===== config.mk =====
export PLATFORM = sky130hd
export DESIGN_NAME = param_bram_loader
export DESIGN_NICKNAME = d
export VERILOG_FILES = /design/src/rtl/param_bram_loader.sv
export SDC_FILE = /design/constraint.sdc
export NUM_CORES = 1
export LEC_CHECK = 0
export CAP_MARGIN = 20
export CORE_MARGIN = 3
export CORE_UTILIZATION = 45
export DETAILED_ROUTE_END_ITERATION = 10
export GPL_TIMING_DRIVEN = 0
export PLACE_DENSITY = 0.75
export SLEW_MARGIN = 5
export SYNTH_ARGS = -nofsm -noshare
export SYNTH_HDL_FRONTEND = slang
export SYNTH_SLANG_ARGS = --single-unit

===== constraint.sdc =====
create_clock -name clk -period 2.33 [get_ports clk]
set_clock_uncertainty 0.1 [all_clocks]
set_input_delay 0.466 -clock clk [delete_from_list [all_inputs] [get_ports clk]]
set_output_delay 0.466 -clock clk [all_outputs]
set_load 0.005 [all_outputs]

===== src/rtl/param_bram_loader.sv =====
// param_bram_loader: streams TOTAL contiguous W-bit words from a shared
// read-only BRAM port into a flat register vector (element i at [i*W +: W]).
// Addresses go out one per cycle. A valid-bit shift register as deep as the
// BRAM read latency marks which cycles carry returning data.
//
// state | meaning
// ------+--------------------------------------------------------------
// IDLE  | after reset, nothing loaded yet; waiting for start
// ISSUE | driving bram_en with base+i, one address per cycle
// DRAIN | all addresses issued; waiting for outstanding reads to land
// DONE  | data_out complete; done held until the next start or rst
module param_bram_loader #(
  parameter int IN_SIZE    = 1,
  parameter int OUT_SIZE   = 8,
  parameter int W          = 8,
  parameter int TOTAL      = IN_SIZE * OUT_SIZE,
  parameter int ADDR_WIDTH = 18,
  parameter int RD_LAT     = 2
) (
  input  logic                  clk,
  input  logic                  rst,
  input  logic                  start,
  input  logic [ADDR_WIDTH-1:0] base_addr,
  output logic                  bram_en,
  output logic [ADDR_WIDTH-1:0] bram_addr,
  input  logic [W-1:0]          bram_dout,
  output logic [TOTAL*W-1:0]    data_out,
  output logic                  busy,
  output logic                  done
);

  localparam int CW = $clog2(TOTAL + 1);
  localparam logic [CW-1:0] LAST = CW'(TOTAL - 1);

  typedef enum logic [1:0] {
    S_IDLE  = 2'd0,
    S_ISSUE = 2'd1,
    S_DRAIN = 2'd2,
    S_DONE  = 2'd3
  } state_t;

  state_t                state;
  logic [ADDR_WIDTH-1:0] base_q;
  logic [CW-1:0]         issue_cnt;
  logic [CW-1:0]         wr_ptr;
  logic [RD_LAT-1:0]     vld_sr;
  logic                  tap;

  // Oldest stage of the valid pipeline: bram_dout holds a requested word now.
  assign tap = vld_sr[RD_LAT-1];

  // Sequencer, address generator and capture pipeline; all outputs registered.
  always_ff @(posedge clk) begin
    if (rst) begin
      state     <= S_IDLE;
      base_q    <= '0;
      issue_cnt <= '0;
      wr_ptr    <= '0;
      vld_sr    <= '0;
      bram_en   <= 1'b0;
      bram_addr <= '0;
      data_out  <= '0;
      busy      <= 1'b0;
      done      <= 1'b0;
    end else begin
      // One valid bit per issued read; it reaches the tap when the data does.
      vld_sr <= (vld_sr << 1) | RD_LAT'(bram_en);

      if (tap) begin
        data_out[wr_ptr*W +: W] <= bram_dout;
        wr_ptr                  <= wr_ptr + CW'(1);
      end

      case (state)
        S_IDLE, S_DONE: begin
          if (start) begin
            state     <= S_ISSUE;
            base_q    <= base_addr;
            bram_addr <= base_addr;
            bram_en   <= 1'b1;
            issue_cnt <= '0;
            wr_ptr    <= '0;
            busy      <= 1'b1;
            done      <= 1'b0;
          end
        end
        S_ISSUE: begin
          if (issue_cnt == LAST) begin
            state   <= S_DRAIN;
            bram_en <= 1'b0;
          end else begin
            issue_cnt <= issue_cnt + CW'(1);
            // Wraps modulo 2^ADDR_WIDTH by truncation.
            bram_addr <= base_q + ADDR_WIDTH'(issue_cnt) + ADDR_WIDTH'(1);
          end
        end
        S_DRAIN: begin
          // Read latency is at least one cycle, so the final word always
          // lands after the last issue, i.e. while draining.
          if (tap && (wr_ptr == LAST)) begin
            state <= S_DONE;
            busy  <= 1'b0;
            done  <= 1'b1;
          end
        end
        default: begin
          state   <= S_IDLE;
          bram_en <= 1'b0;
          busy    <= 1'b0;
          done    <= 1'b0;
        end
      endcase
    end
  end

endmodule


# After elaboration in Yosys (flattened, before gate mapping)
# Cells that the tools add are included.
# word_totals
ff_bits,115
input_bits,29
out_inout_bits,85
elab_cells,59
# classes
add_sub_neg,5
eq_ne,9
shifts,2
muxes,22
bitwise_logic,1
reduce_logical,10
# ops
operator,count
$bwmux W64,1
$shift A8 B34 Y64 const A,1
$shiftx A8 B34 Y64,1
$mux W18,2
$pmux W18 S2,1
$neg A7 Y34,1
$mux W4,5
$add A18 B1 Y18 const B,1
$add A18 B4 Y18,1
$reduce_and A3 Y1,4
$add A4 B1 Y4 const B,2
$eq A4 B3 Y1 const B,2
$ne A2 B2 Y1 const B,4
$pmux W4 S2,1
$mux W2,3
$pmux W1 S2,3
$pmux W2 S3,1
$mux W1,5
$eq A2 B2 Y1 const B,2
$reduce_bool A2 Y1,2
$eq A2 B1 Y1 const B,1
$logic_not A2 Y1,1
$or A2 B1 Y2,1
$reduce_and A2 Y1,1
2 further kinds,2

# Depth between registers and ports, before layout
# logic_depth
depth_word,4
mapped_depth,9
mapped_depth_nobuf,9

# Worst setup path after synthesis
# Ideal clock, no wire load.
# synth_timing
path_type,reg2reg
from,register wr_ptr[0]
to,register data_out[32]
setup_time_ns,0.128
t_arrival_ns,2.262
t_required_ns,2.102
setup_slack_ns,-0.160
path_stages_with_launch,8
path_buffers,0
path_cell_list,dfxtp_1 > inv_1 > ha_1 > or3b_1 > or4b_4 > a21oi_4 > mux2i_1 > nor2_1
# synth_via
elab_chain_len,3
elab_cells_between_ends,4
cone_classes,1 x add/sub; 2 x shift; 1 x mux
# synth_rtl
item,line,source
start: declaration,45,logic [CW-1:0] wr_ptr;
start signal: assignment,71,wr_ptr <= wr_ptr + CW'(1);
$neg A7 Y34 (*),70,data_out[wr_ptr*W +: W] <= bram_dout;
$shiftx A8 B34 Y64 / $shift A8 B34 Y64 (equally long branches),70,
$bwmux W64 (*),70,
end signal: indexed assignment,70,
end: declaration,27,"output logic [TOTAL*W-1:0] data_out,"
# Mark *: on every way between the ends. The rest lies on a longest branch, timed or not.
# A chain may end at the register's enable or synchronous reset.

# Worst setup path after layout
# layout_timing
from,register wr_ptr[1]
to,register data_out[37]
# Same word-level chain as after synthesis.

==> results by group <==
Clock network
  • CTS buffer count: 17
  • Clk sink count: 115
  • Clk root buf: clkbuf_16
  • Max clock buf depth: 2
  • Clk_lat worst skew: 0.41 ns
  • CTS tree: built
  • Worst-path clk slew: 0.06 ns
  • CTS H-tree depth: 4

Finish
  • Layout Cells excl Fill: 917
  • Antenna cells: 0
  • Nets: 808
  • Utilization after layout: 66.76%
  • Layout cells sized above 1: 11.20%
  • Layout area overhead: 44.25%
  • FF/Latch Area: 2313 um2
  • Area of the multi-input gates: 2689 um2
  • Fill count: 874

Die
  • Horiz. Die Dim: 112.1 um
  • Initial Utilization: 46.28%
  • # IOs: 114
  • Placement Rows: 38
  • Die height: 112.1 um
  • Total Die Area: 12,560 um2
  • Core Region: 10,940 um2

Global route
  • Remaining Overflow, GRT: 0
  • Total track usage: 23.52%
  • Initial antenna violation count: 0
  • First-pass GRT wire length: 23.92 mm
  • Largest net degree at the start of global routing: 17
  • Vias in the first global route: 4,764

Setup path
  • Reg2reg end: data_out[37]
  • CP Launch Type: flop
  • Max FO, Critical Path: 8
  • Nature of the critical path endpoint: flop
  • CP Data Required Time: 2.52 ns
  • Worst path buffer plus inverter count: 2
  • Crit-path slowest cell: or4b_4
  • Ordered cell list for the critical path: inv_4 > ha_4 > or3b_1 > or4b_4 > a21oi_4 > buf_12 > mux2i_2 > nor2_1
  • Worst path max stage delay: 0.51 ns
  • Reg2Reg Depth: 8
  • R2r startpoint: wr_ptr[1]
  • Crit Path Category: reg -> reg
  • Arr. time, crit path: 2.51 ns
  • R2r setup slk: 0.009 ns
  • Cell family with most CP delay: simple AND/OR/NAND/NOR gates

Place
  • Placed cells: 878
  • PortBufs: 113
  • GP Congestion: 0.8846
  • Dpl hpwl: 10.26 mm

Pwr
  • P_int: 5.161 mW
  • Clk pwr share: 40.0%
  • Sw Ratio: 30.21%
  • Flop pwr share: 32.6%
  • PD cells: 1013 nW/um2
  • Combinational fraction of design power: 27.4%
  • Switching component of the power: 2.234 mW
  • Leakage: 2.643 nW
  • Peak VDD IR: 0.5394 mV

Logic synthesis
  • Number of synthesized flops with an enable pin: 0
  • Ranking of synthesized cells by area: dfxtp_1 (45%), a21oi_1 (9.0%), nand2_1 (7.2%), nor2_1 (5.6%), nand3_1 (3.9%)
  • Mean post-synth cell area: 8.098 um2
  • Cell area after synthesis: 5061 um2
  • Yosys cell types: 47
  • Sequential share of the synthesized area: 45.49%
  • YS warnings: 0
  • Synth top area share: 45.49%
  • Main synth FF type: dfxtp_1
  • Async S/R FF share, synth: 0%
  • Dominant cell type by area after synthesis: dfxtp_1
  • Commonest cells post-synth: dfxtp_1 (115), nand2_1 (97), a21oi_1 (91)
  • Synthesized Nets: 669
  • Mapped Cells: 625
  • Top-count cell post-synth: dfxtp_1
  • Post-synthesis register bit count: 115

Drt
  • Final ANT Viol Nets: 0
  • DRT iter0 DRCs: 394
  • Pre-antenna DRT Iters: 5
  • Routed vias: 5,063
  • Final wirelength: 15.28 mm
  • Detailed-route wire length per cell: 16.66 um
  • Vias per inst: 5.521
  • DRC errors left: 0

STA
  • Worst-Margin Slew: 0.6888 ns
  • Period utilization: 99.62%
  • Hold Vio Cnt, Final: 0
  • Max-slew violation count: 0
  • Final setup viols: 0
  • Minimum clock period: 2.321 ns
  • RSZ-0062 raised after global routing: yes
  • Max Clk Rate: 0.4308 GHz
  • WHS: 0.3490 ns
  • Slew headroom: 54.08%

Outcome
  • Status: finished clean

Flow run
  • Max-cap viol count: 0

Hold path
  • Hold WC Path Type: reg -> reg
  • Hold endpoint: bram_addr[2]
  • Min-delay src: bram_addr[2]
  • Hold Path Depth: 2
[logic make-up after synthesis]
group | after synthesis | share of synthesized area [%]
AOI/OAI and AO/OA | 138 | 15.62
buffers and inverters | 54 | 4.203
adders and majority gates | 15 | 3.857
and+or+nand+nor | 265 | 23.73
muxes | 20 | 3.980
xor gates and xnor gates | 18 | 3.115
DFF | 115 | 45.49
[layer usage]
layer / track usage [%] / wire [um] / up-vias
li1: - / - / 2429
met1: 31.38 / 6565 / 2394
met2: 38.61 / 7391 / 207
met3: 3.666 / 970 / 33
met4: 9.135 / 353 / 0
met5: 0 / 0 / -
[metrics by stage]
stage | cell area, um2 | total power, mW | TNS, ns | setup WS, ns
after floorplan | 5081 | 3.501 | 0 | 0.02348
after global placement | 6387 | 4.206 | -4.313 | -0.3911
after detailed placement | 6387 | 4.252 | -6.134 | -0.3566
after CTS | 7156 | 7.241 | 0 | 0.0002347
after global routing | 7301 | 7.718 | -0.4165 | -0.06461
final | 7301 | 7.394 | 0 | 0.008748
[cells in the final DEF (no fill, tap or decap), types with 6 or more instances in the layout]
| cell | synthesis | routed |
|---|---|---|
| a21oi_1 | 91 | 91 |
| and3_1 | 7 | 7 |
| buf_4 | 0 | 9 |
| bufinv_16 | 0 | 6 |
| clkbuf_1 | 36 | 27 |
| clkbuf_16 | 0 | 17 |
| clkdlybuf4s50_1 | 0 | 113 |
| dfxtp_1 | 115 | 112 |
| ha_1 | 14 | 9 |
| inv_1 | 13 | 8 |
| mux2i_1 | 19 | 18 |
| nand2_1 | 97 | 96 |
| nand3_1 | 39 | 39 |
| nand4_1 | 11 | 11 |
| nor2_1 | 75 | 74 |
| nor3_1 | 7 | 6 |
| o21ai_0 | 18 | 16 |
| xnor2_1 | 10 | 10 |
| xor2_1 | 8 | 7 |
[what timing repair did]
action,CTS,global route
hold buffers,0,0
endpoints found under the setup margin,50,66
setup buffers,5,7
pin swaps,1,10
gates resized for setup,11,37
endpoints found under the hold margin,0,0
[worst min-delay path, delay by kind of cell (launching register included)]
kind / cells / cell delay [ns]
flip-flops: 1 / 0.30
AND/OR/NAND/NOR: 1 / 0.05
AO/OA/AOI/OAI: 1 / 0.05
[sequential cells by signal, summed over array words and instances, names as in the netlist]
name and cells:
state 2, vld_sr 2, busy 1, wr_ptr 4
base_q 18, data_out 64, issue_cnt 4, bram_en 1
done 1, bram_addr 18
[power by group through the flow]
stage                     combinational, mW  sequential [mW]  clock, mW
after detailed placement               1.81             2.44          0
after CTS                              1.87             2.40       2.97
after global routing                   2.22             2.44       3.07
final                                  2.03             2.41       2.96
after global placement                 1.78             2.43          0
after floorplan                        1.09             2.42          0
[layout make-up]
type / count / share of cell area, %
well taps: 140 / 2.399
plain buffers: 36 / 2.125
multi-input cells: 456 / 36.83
clock buffers: 19 / 6.067
repair buffers: 125 / 17.00
flip-flops and latches: 115 / 31.69
clock inverters: 13 / 3.153
inverters: 13 / 0.7369
[worst max-delay path by stage]
stage / from / end / slack, ns / depth (start not counted)
after global routing: wr_ptr[1] / data_out[37] / -0.06 / 8
final: wr_ptr[1] / data_out[37] / 0.009 / 8
after detailed placement: issue_cnt[0] / bram_addr[14] / -0.36 / 9
after CTS: wr_ptr[0] / data_out[36] / 0.0002 / 8
after floorplan: issue_cnt[0] / bram_addr[14] / 0.02 / 9
after global placement: issue_cnt[0] / bram_addr[14] / -0.39 / 9
Power figures use the tool's default switching activity.
